===== config.mk =====
export PLATFORM = sky130hd
export DESIGN_NAME = seg7_display_ctrl
export DESIGN_NICKNAME = d
export VERILOG_FILES = /design/src/rtl/seg7_pkg.sv /design/src/rtl/seg7_hex_decode.sv /design/src/rtl/seg7_display_ctrl.sv
export SDC_FILE = /design/constraint.sdc
export NUM_CORES = 1
export LEC_CHECK = 0
export BUFFER_PORTS_ARGS = -buffer_cell sky130_fd_sc_hd__buf_2
export CORE_UTILIZATION = 56
export CTS_CLUSTER_DIAMETER = 100
export DETAILED_ROUTE_END_ITERATION = 10
export PLACE_DENSITY_LB_ADDON = 0.15
export SETUP_SLACK_MARGIN = 0.05
export SLEW_MARGIN = 0
export SYNTH_ARGS = -nofsm -noshare
export SYNTH_HDL_FRONTEND = slang
export SYNTH_HIERARCHICAL = 1
export SYNTH_SLANG_ARGS = --single-unit

===== constraint.sdc =====
create_clock -name iCLK -period 3.7 [get_ports iCLK]
set_input_delay 0.555 -clock iCLK [delete_from_list [all_inputs] [get_ports iCLK]]
set_output_delay 0.555 -clock iCLK [all_outputs]
set_load 0.02 [all_outputs]

===== src/rtl/seg7_pkg.sv =====
// Shared constants for the 7-segment display controller.
//   Register addresses, CTRL bit positions and the two fixed segment
//   patterns (all off / all lit, active-low).
package seg7_pkg;

  localparam logic [1:0] ADDR_DIGITS = 2'd0;
  localparam logic [1:0] ADDR_BLANK  = 2'd1;
  localparam logic [1:0] ADDR_BLINK  = 2'd2;
  localparam logic [1:0] ADDR_CTRL   = 2'd3;

  localparam int CTRL_EN_BIT   = 0;
  localparam int CTRL_TEST_BIT = 1;

  localparam logic [6:0] SEG_OFF = 7'h7F;
  localparam logic [6:0] SEG_ALL = 7'h00;

endpackage


===== src/rtl/seg7_hex_decode.sv =====
// Combinational hex-to-7-segment decoder, active-low outputs.
//   iHEX : 4-bit hex value
//   oSEG : segment pattern {g,f,e,d,c,b,a}, 0 = segment lit
module seg7_hex_decode (
  input  logic [3:0] iHEX,
  output logic [6:0] oSEG
);

  always_comb begin
    oSEG = 7'h7F;
    unique case (iHEX)
      4'h0: oSEG = 7'h40;
      4'h1: oSEG = 7'h79;
      4'h2: oSEG = 7'h24;
      4'h3: oSEG = 7'h30;
      4'h4: oSEG = 7'h19;
      4'h5: oSEG = 7'h12;
      4'h6: oSEG = 7'h02;
      4'h7: oSEG = 7'h78;
      4'h8: oSEG = 7'h00;
      4'h9: oSEG = 7'h18;
      4'hA: oSEG = 7'h08;
      4'hB: oSEG = 7'h03;
      4'hC: oSEG = 7'h46;
      4'hD: oSEG = 7'h21;
      4'hE: oSEG = 7'h06;
      4'hF: oSEG = 7'h0E;
    endcase
  end

endmodule


===== src/rtl/seg7_display_ctrl.sv =====
// Bus-facing controller for NUM_DIGITS 7-segment displays.
//   iCLK, iRST_N : clock, async active-low reset
//   iADDR/iWR/iRD/iWDATA/oRDATA : register slave port (read data registered)
//   oSEG   : NUM_DIGITS x 7 active-low patterns, digit d at [7d+6:7d]
//   oFRAME : one-cycle pulse when the refresh pointer wraps
// One shared decoder is walked round-robin over the digits; each result is
// latched into that digit's output register.
module seg7_display_ctrl
  import seg7_pkg::*;
#(
  parameter int NUM_DIGITS = 6,
  parameter int BLINK_DIV  = 12500000
) (
  input  logic                    iCLK,
  input  logic                    iRST_N,
  input  logic [1:0]              iADDR,
  input  logic                    iWR,
  input  logic                    iRD,
  input  logic [31:0]             iWDATA,
  output logic [31:0]             oRDATA,
  output logic [NUM_DIGITS*7-1:0] oSEG,
  output logic                    oFRAME
);

  localparam int PW = (NUM_DIGITS > 1) ? $clog2(NUM_DIGITS) : 1;
  localparam int BW = (BLINK_DIV > 1)  ? $clog2(BLINK_DIV)  : 1;
  localparam logic [PW-1:0] PTR_LAST  = PW'(NUM_DIGITS - 1);
  localparam logic [BW-1:0] BCNT_LAST = BW'(BLINK_DIV - 1);

  logic [31:0]                 digitsQ;
  logic [NUM_DIGITS-1:0]       blankQ, blinkQ;
  logic                        enQ, testQ;
  logic [PW-1:0]               ptrQ;
  logic [BW-1:0]               bcntQ;
  logic                        phaseQ;
  logic [NUM_DIGITS-1:0][6:0]  segQ;
  logic                        frameQ;
  logic [31:0]                 rdMux;
  logic [4:0]                  nibLsb;
  logic [6:0]                  hexSeg, decSeg;

  // Register file; a write and a read in the same cycle both happen, the
  // read sampling the pre-write contents.
  always_ff @(posedge iCLK or negedge iRST_N) begin
    if (!iRST_N) begin
      digitsQ <= '0;
      blankQ  <= '0;
      blinkQ  <= '0;
      enQ     <= 1'b1;
      testQ   <= 1'b0;
    end else if (iWR) begin
      unique case (iADDR)
        ADDR_DIGITS: digitsQ <= iWDATA;
        ADDR_BLANK:  blankQ  <= iWDATA[NUM_DIGITS-1:0];
        ADDR_BLINK:  blinkQ  <= iWDATA[NUM_DIGITS-1:0];
        ADDR_CTRL: begin
          enQ   <= iWDATA[CTRL_EN_BIT];
          testQ <= iWDATA[CTRL_TEST_BIT];
        end
      endcase
    end
  end

  always_comb begin
    rdMux = '0;
    unique case (iADDR)
      ADDR_DIGITS: rdMux = digitsQ;
      ADDR_BLANK:  rdMux = 32'(blankQ);
      ADDR_BLINK:  rdMux = 32'(blinkQ);
      ADDR_CTRL:   rdMux = {30'd0, testQ, enQ};
    endcase
  end

  always_ff @(posedge iCLK or negedge iRST_N) begin
    if (!iRST_N)  oRDATA <= '0;
    else if (iRD) oRDATA <= rdMux;
  end

  // Blink timebase runs regardless of enable.
  always_ff @(posedge iCLK or negedge iRST_N) begin
    if (!iRST_N) begin
      bcntQ  <= '0;
      phaseQ <= 1'b0;
    end else if (bcntQ == BCNT_LAST) begin
      bcntQ  <= '0;
      phaseQ <= ~phaseQ;
    end else begin
      bcntQ  <= bcntQ + 1'b1;
    end
  end

  assign nibLsb = 5'(ptrQ) << 2;

  seg7_hex_decode uDec (
    .iHEX (digitsQ[nibLsb +: 4]),
    .oSEG (hexSeg)
  );

  always_comb begin
    decSeg = hexSeg;
    if (testQ)                                   decSeg = SEG_ALL;
    else if (blankQ[ptrQ])                       decSeg = SEG_OFF;
    else if (blinkQ[ptrQ] && phaseQ)             decSeg = SEG_OFF;
  end

  // Scheduler: one digit per enabled cycle; everything holds while disabled.
  always_ff @(posedge iCLK or negedge iRST_N) begin
    if (!iRST_N) begin
      segQ   <= '1;
      ptrQ   <= '0;
      frameQ <= 1'b0;
    end else begin
      frameQ <= enQ && (ptrQ == PTR_LAST);
      if (enQ) begin
        segQ[ptrQ] <= decSeg;
        ptrQ       <= (ptrQ == PTR_LAST) ? '0 : ptrQ + 1'b1;
      end
    end
  end

  assign oSEG   = segQ;
  assign oFRAME = frameQ;

endmodule


==> results of run 1 <==
[per-layer routing]
layer | vias to the layer above | routed length (um) | track usage, %
li1 | 2174 | - | -
met1 | 2396 | 6650 | 35.6
met2 | 121 | 7520 | 40.8
met3 | 12 | 625 | 6.53
met4 | 0 | 182 | 8.09
met5 | - | 0 | 0
[cell families (layout without fill, tap and decap cells)]
family / count (synthesis) / after routing / synth area share, %
AO/OA/AOI/OAI: 99 / 99 / 10.9
XOR/XNOR: 17 / 17 / 2.19
adder cells (fa/ha/maj): 7 / 7 / 1.29
buffers and inverters: 51 / 178 / 3.13
flip-flops: 149 / 149 / 55.6
multiplexers: 78 / 78 / 14.4
AND/OR/NAND/NOR: 136 / 136 / 12.4
[power by group through the flow]
stage	clock network [mW]	logic, mW	registers (mW)
after CTS	1.66	2.40	2.41
after global placement	0	2.30	2.41
after floorplan	0	1.55	2.59
after global routing	1.73	2.58	2.45
after detailed placement	0	2.40	2.43
final	1.64	2.39	2.41
[final cells by class]
type / instances / share of cell area [%]
clock buffers: 26 / 6.59
clock inverters: 6 / 0.465
inverters: 30 / 1.40
multi-input cells: 337 / 34.9
flip-flops and latches: 149 / 46.9
well taps: 143 / 2.22
repair buffers: 116 / 7.56
[layout by cell type (no fill, tap or decap), types with 11 or more instances in the layout]
cell type and n:
buf_2 111, a21oi_1 12, nand3_1 11, dfstp_2 43
clkbuf_16 19, dfrtp_1 106, nand2_1 40, o21ai_0 32
a22o_1 44, inv_1 30, nor2_1 32, mux2_2 57
[flip-flops by register name (all words and copies together) (netlist names)]
signal,count
testQ,1
digitsQ,32
oSEG,42
blankQ,6
blinkQ,6
phaseQ,1
oRDATA,32
bcntQ,24
ptrQ,3
oFRAME,1
enQ,1
[worst paths after layout]
path,slack (ns),from,to,cells after the start
min,0.17,iRST_N,oRDATA[5],1
max reg2reg,0.57,ptrQ[0],oSEG[15],9
max,0.57,ptrQ[0],oSEG[15],9
min in group iCLK,0.37,iWDATA[6],digitsQ[6],2
max in group asynchronous,2.72,iRST_N,bcntQ[2],2
min reg2reg,0.50,bcntQ[22],bcntQ[22],1
[metrics by stage]
stage	hold WS, ns	cells	instance area (um^2)	worst slack (ns)
finish	0.171	807	8060	0.566
CTS	0.193	807	8060	0.540
detailed placement	0.487	775	7490	0.555
global placement	0.484	775	7490	0.722
global route	0.229	807	8060	0.358
floorplan	0.259	537	6800	0.941
[critical path, cell delays in order, from the launching register on]
cell and delay (ns):
dfrtp_1 0.80, mux4_2 0.59, mux2_2 0.33, inv_1 0.16, ha_1 0.28, nand2b_1 0.10, o21ai_0 0.09, a32o_1 0.23
nand4b_4 0.22, a22o_1 0.25
==> reports/qor.yml, run 1 <==
run_status:
  status: "finished, violations left"
  violations: "DRC"
logic_synthesis:
  synth_top_area_share_pct: 39.0
  netlist_instances: 537
  ys_ff_latch: 149
  yosysMostFrequentCell: "dfrtp_1"
  netlist_area_um2: 6800
  avgSynthCellArea_um2: 12.7
  synth_cell_types: 52
  ys.flop_type: "dfrtp_1"
  async_flop_share_pct: 100
  seq_area_frac_synth_pct: 55.6
  synth_edf_count: 0
  yosysWarningCount: 6
  synth_area_leader_cell: "dfrtp_1"
  syn_nets: 582
  synth_area_leaders: "dfrtp_1, dfstp_2, mux2_2"
  ys_top_cells_by_count: "dfrtp_1, mux2_2, a22o_1, dfstp_2, nand2_1"
timing:
  max_freq_ghz: 0.319
  slew_violations: 0
  period_needed_ns: 3.13
  grt_setup_unrepaired: "no"
  fin_crit_sh_pct: 84.7
  setup_viol: 0
  hold_viol: 0
  tns_ns: 0
  slew_headroom_pct: 24.3
  skew_ns: 0.00581
  worstMarginPinSlew_ns: 1.13
cells_and_area:
  layout-drive-gt1-share_pct: 41.4
  seq_area_um2: 3780
  syn_to_final_growth_pct: 18.6
  post-route-util_pct: 69.4
  final.fill_count: 841
  multi_input_area_um2: 2810
  nNetsFinal: 696
  diodes: 0
global_routing:
  antenna_found_initial: 0
  grtUsageTotal_pct: 25.9
  grt_pass1_wl_um: 24900
  grt_overflow_total: 0
  grt_pass1_vias: 4787
  grt_max_degree: 83
detailed_routing:
  drt-total-wl_um: 15000
  wl_per_cell_um: 18.6
  dr.pass1.iters: 10
  ant_nets: 0
  drc: 9
  num_vias: 4703
  viasPerCell: 5.83
  drt_iter0_drc: 403
power_and_ir_drop:
  seqPwrFrac_pct: 37.4
  swShare_pct: 35.2
  p_total_mw: 6.44
  p_leak_nw: 3.70
  p_comb_share_pct: 37.2
  p_sw_mw: 2.27
  vdd_ir_drop_max_v: 0.000365
  p_int_mw: 4.17
  p_per_area_nw_per_um2: 798
  clkPwrFrac_pct: 25.4
floorplanning:
  die_w_um: 112
  die_area_um2: 12600
  ios: 113
  die_h_um: 112
  start_util_pct: 58.6
  core_area_um2: 11600
  rows: 39
worst_setup_path:
  cp-start-kind: "flop"
  crit_type: "reg2reg"
  crit_arrival_ns: 3.48
  cp_max_fo: 13
  end_kind: "flop"
  required_ns: 4.04
placement:
  gp_congestion: 0.817
  post-dp-hpwl_um: 10300
  portBuffers: 112
clock_tree:
  clock_latency_ns: 0.42
  clk_pin_slew_worst_paths_ns: 0.06
  htreeDepth: 4
  cts_buffer_depth: 2
  root_buffer: "clkbuf_16"
  cts_made_buffers: 17
  cts_resized: 0
  clock_sinks: 149
  ctsHoldBuffers: 0
  post_cts_buffers: 0
  cts_tree: "yes"
hold_path:
  hold_class: "in2async"
flow_run:
  drv_cap: 0
(Power assumes the default switching activity.)
==> run 2: changes to the inputs <==
==> constraint.sdc (replaced) <==
create_clock -name iCLK -period 3.05 [get_ports iCLK]
set_input_delay 0.4575 -clock iCLK [delete_from_list [all_inputs] [get_ports iCLK]]
set_output_delay 0.4575 -clock iCLK [all_outputs]
set_load 0.02 [all_outputs]
==> run 2 against run 1 <==
Compared with the run above: the flow still finishes with violations (DRC); total power increased by 21%; setup slack worse by 0.29 ns; critical path depth stayed put; first-iteration DRC count shrank 40%; core utilization is 0.36 points higher; flip-flop and latch count did not move; non-clock buffer count up 5; register-to-register slack lost 0.29 ns; wire length is 1.3% lower; maximum frequency grew 13%; critical endpoint unchanged; largest power group is now combinational cells.
==> reports/qor.yml, run 2 (synthesized netlist as in run 1, its figures left out) <==
global_routing:
  grt_overflow_total: 0  # unchanged
  grtUsageTotal_pct: 25.5  # -0.42 points
  grt_pass1_wl_um: 24300  # -2.4%
  grt_pass1_vias: 4749  # -0.79%
  antenna_found_initial: 0  # unchanged
  grt_max_degree: 65  # -22%
floorplanning:
  die_h_um: 112  # unchanged
  die_area_um2: 12600  # unchanged
  die_w_um: 112  # unchanged
  start_util_pct: 58.6  # unchanged
  core_area_um2: 11600  # unchanged
  rows: 39  # unchanged
  ios: 113  # unchanged
detailed_routing:
  viasPerCell: 5.77  # -0.93%
  dr.pass1.iters: 10  # unchanged
  drt_iter0_drc: 243  # -40%
  ant_nets: 0  # unchanged
  num_vias: 4688  # -0.32%
  drc: 9  # unchanged
  drt-total-wl_um: 14800  # -1.3%
  wl_per_cell_um: 18.2  # -1.9%
hold_path:
  hold_class: "in2async"
cells_and_area:
  mostFrequentLayoutCells: "buf_2, dfrtp_1, mux2_2"
  final.fill_count: 852  # +1.3%
  instances_no_fill: 812  # +0.62%
  largest_reg_flops: 42  # unchanged
  syn_to_final_growth_pct: 19.2
  nNetsFinal: 701  # +0.72%
  multi_input_area_um2: 2810  # unchanged
  layout-drive-gt1-share_pct: 42.0  # +0.59 points
  diodes: 0  # unchanged
  seq_area_um2: 3780  # unchanged
  final_design_area_no_fill_um2: 8110  # +0.51%
  final_common_cell: "buf_2"
timing:
  grt_setup_unrepaired: "no"
  worstMarginPinSlew_ns: 0.648  # -0.483 ns
  tns_ns: 0  # unchanged
  max_freq_ghz: 0.360  # +13%
  setup_viol: 0  # unchanged
  period_needed_ns: 2.78  # -0.357 ns
  slew_violations: 0  # unchanged
  hold_viol: 0  # unchanged
  fin_crit_sh_pct: 91.1  # +6.4 points
  whs_ns: 0.0131  # -0.158 ns
  skew_ns: 0.0149  # +0.00912 ns
  slew_headroom_pct: 56.8  # +32 points
clock_tree:
  clock_latency_ns: 0.42  # about the same
  clock_sinks: 149  # unchanged
  cts_tree: "yes"
  root_buffer: "clkbuf_16"
  htreeDepth: 4  # unchanged
  post_cts_buffers: 0  # unchanged
  ctsHoldBuffers: 0  # unchanged
  cts_made_buffers: 17  # unchanged
  cts_resized: 0  # unchanged
  cts_buffer_depth: 2  # unchanged
  clk_pin_slew_worst_paths_ns: 0.06  # about the same
power_and_ir_drop:
  p_total_mw: 7.80  # +21%
  p_sw_mw: 2.70  # +19%
  swShare_pct: 34.6  # -0.66 points
  p_per_area_nw_per_um2: 962  # +21%
  p_comb_share_pct: 37.4  # +0.2 points
  vdd_ir_drop_max_v: 0.000495  # +36%
  p_leak_nw: 3.74  # +0.86%
  seqPwrFrac_pct: 37.0  # -0.4 points
  clkPwrFrac_pct: 25.6  # +0.2 points
  p_int_mw: 5.11  # +22%
worst_setup_path:
  r2r_setup_slack_ns: 0.27  # -0.29 ns
  required_ns: 3.40  # -0.64 ns
  crit_arrival_ns: 3.13  # -0.35 ns
  crit_type: "reg2reg"
  cp-startpoint: "ptrQ[0]"
  cp-endpoint: "oSEG[15]"
  cp-start-kind: "flop"
  cp_max_fo: 7  # -6
  r2r-start: "ptrQ[0]"
  end_kind: "flop"
  reg2regPathDepth: 9  # unchanged
  r2r_end: "oSEG[15]"
placement:
  post-dp-hpwl_um: 10200  # -0.81%
  place_inst: 780  # +0.65%
  portBuffers: 112  # unchanged
  placed_area_um2: 7530  # +0.50%
  gp_congestion: 0.804  # -1.6%
run_status:
  status: "finished, violations left"
  violations: "DRC"
flow_run:
  drv_cap: 0  # unchanged
## run 2: cell types whose count changed in the layout (fill, tap and decap cells not counted), sizes merged
cell / previous run / this run
clkinv: 3 / 6
inv: 32 / 31
bufinv: 0 / 1
clkbuf: 26 / 24
clkinvlp: 1 / 0
buf: 116 / 121
## run 2: how the worst min path moves through the flow
stage	end	slack [ns]
after floorplan	bcntQ[0]	0.16
after global placement	oRDATA[3]	0.47
after detailed placement	bcntQ[22]	0.48
after CTS	blankQ[4]	0.04
after global routing	oRDATA[2]	0.05
final	blankQ[4]	0.01
## run 2: final cells by class
class	instances	area share (%)
Tap cell	143	2.21
Sequential cell	149	46.7
Inverter	30	1.39
Clock buffer	24	6.21
Multi-Input combinational cell	337	34.7
Clock inverter	8	0.864
Timing Repair Buffer	121	7.98
## run 2: worst max-delay path, stage by stage (launching register included)
cell and delay [ns]:
dfrtp_1 0.54, mux4_2 0.56, mux2_2 0.35, inv_1 0.13, ha_1 0.26, nand2b_1 0.10
o21ai_0 0.08, a32o_1 0.22, nand4b_4 0.21, a22o_1 0.26
## run 2: power groups by stage
stage	Sequential, mW	Combinational [mW]	Clock (mW)
floorplan	3.14	1.88	0
global placement	2.90	2.84	0
detailed placement	2.91	2.93	0
CTS	2.89	2.94	2.02
global route	2.94	3.16	2.10
finish	2.89	2.92	1.99
## run 2: per-layer routing
metal | up-vias | share of wire (%) | GRT usage (%)
met5 | - | 0 | 0
met4 | 0 | 0.37 | 8.71
met3 | 4 | 5.3 | 5.99
met2 | 121 | 51 | 42.2
met1 | 2390 | 44 | 33.2
li1 | 2173 | - | -
## run 2: metrics by stage
stage / utilization (%) / setup WS [ns]
2_1_floorplan: - / 0.291
3_5_place_dp: 64.9 / 0.267
6_report: 69.8 / 0.273
4_1_cts: 69.8 / 0.249
5_1_grt: 69.8 / 0.110
3_3_place_gp: 64.9 / 0.395
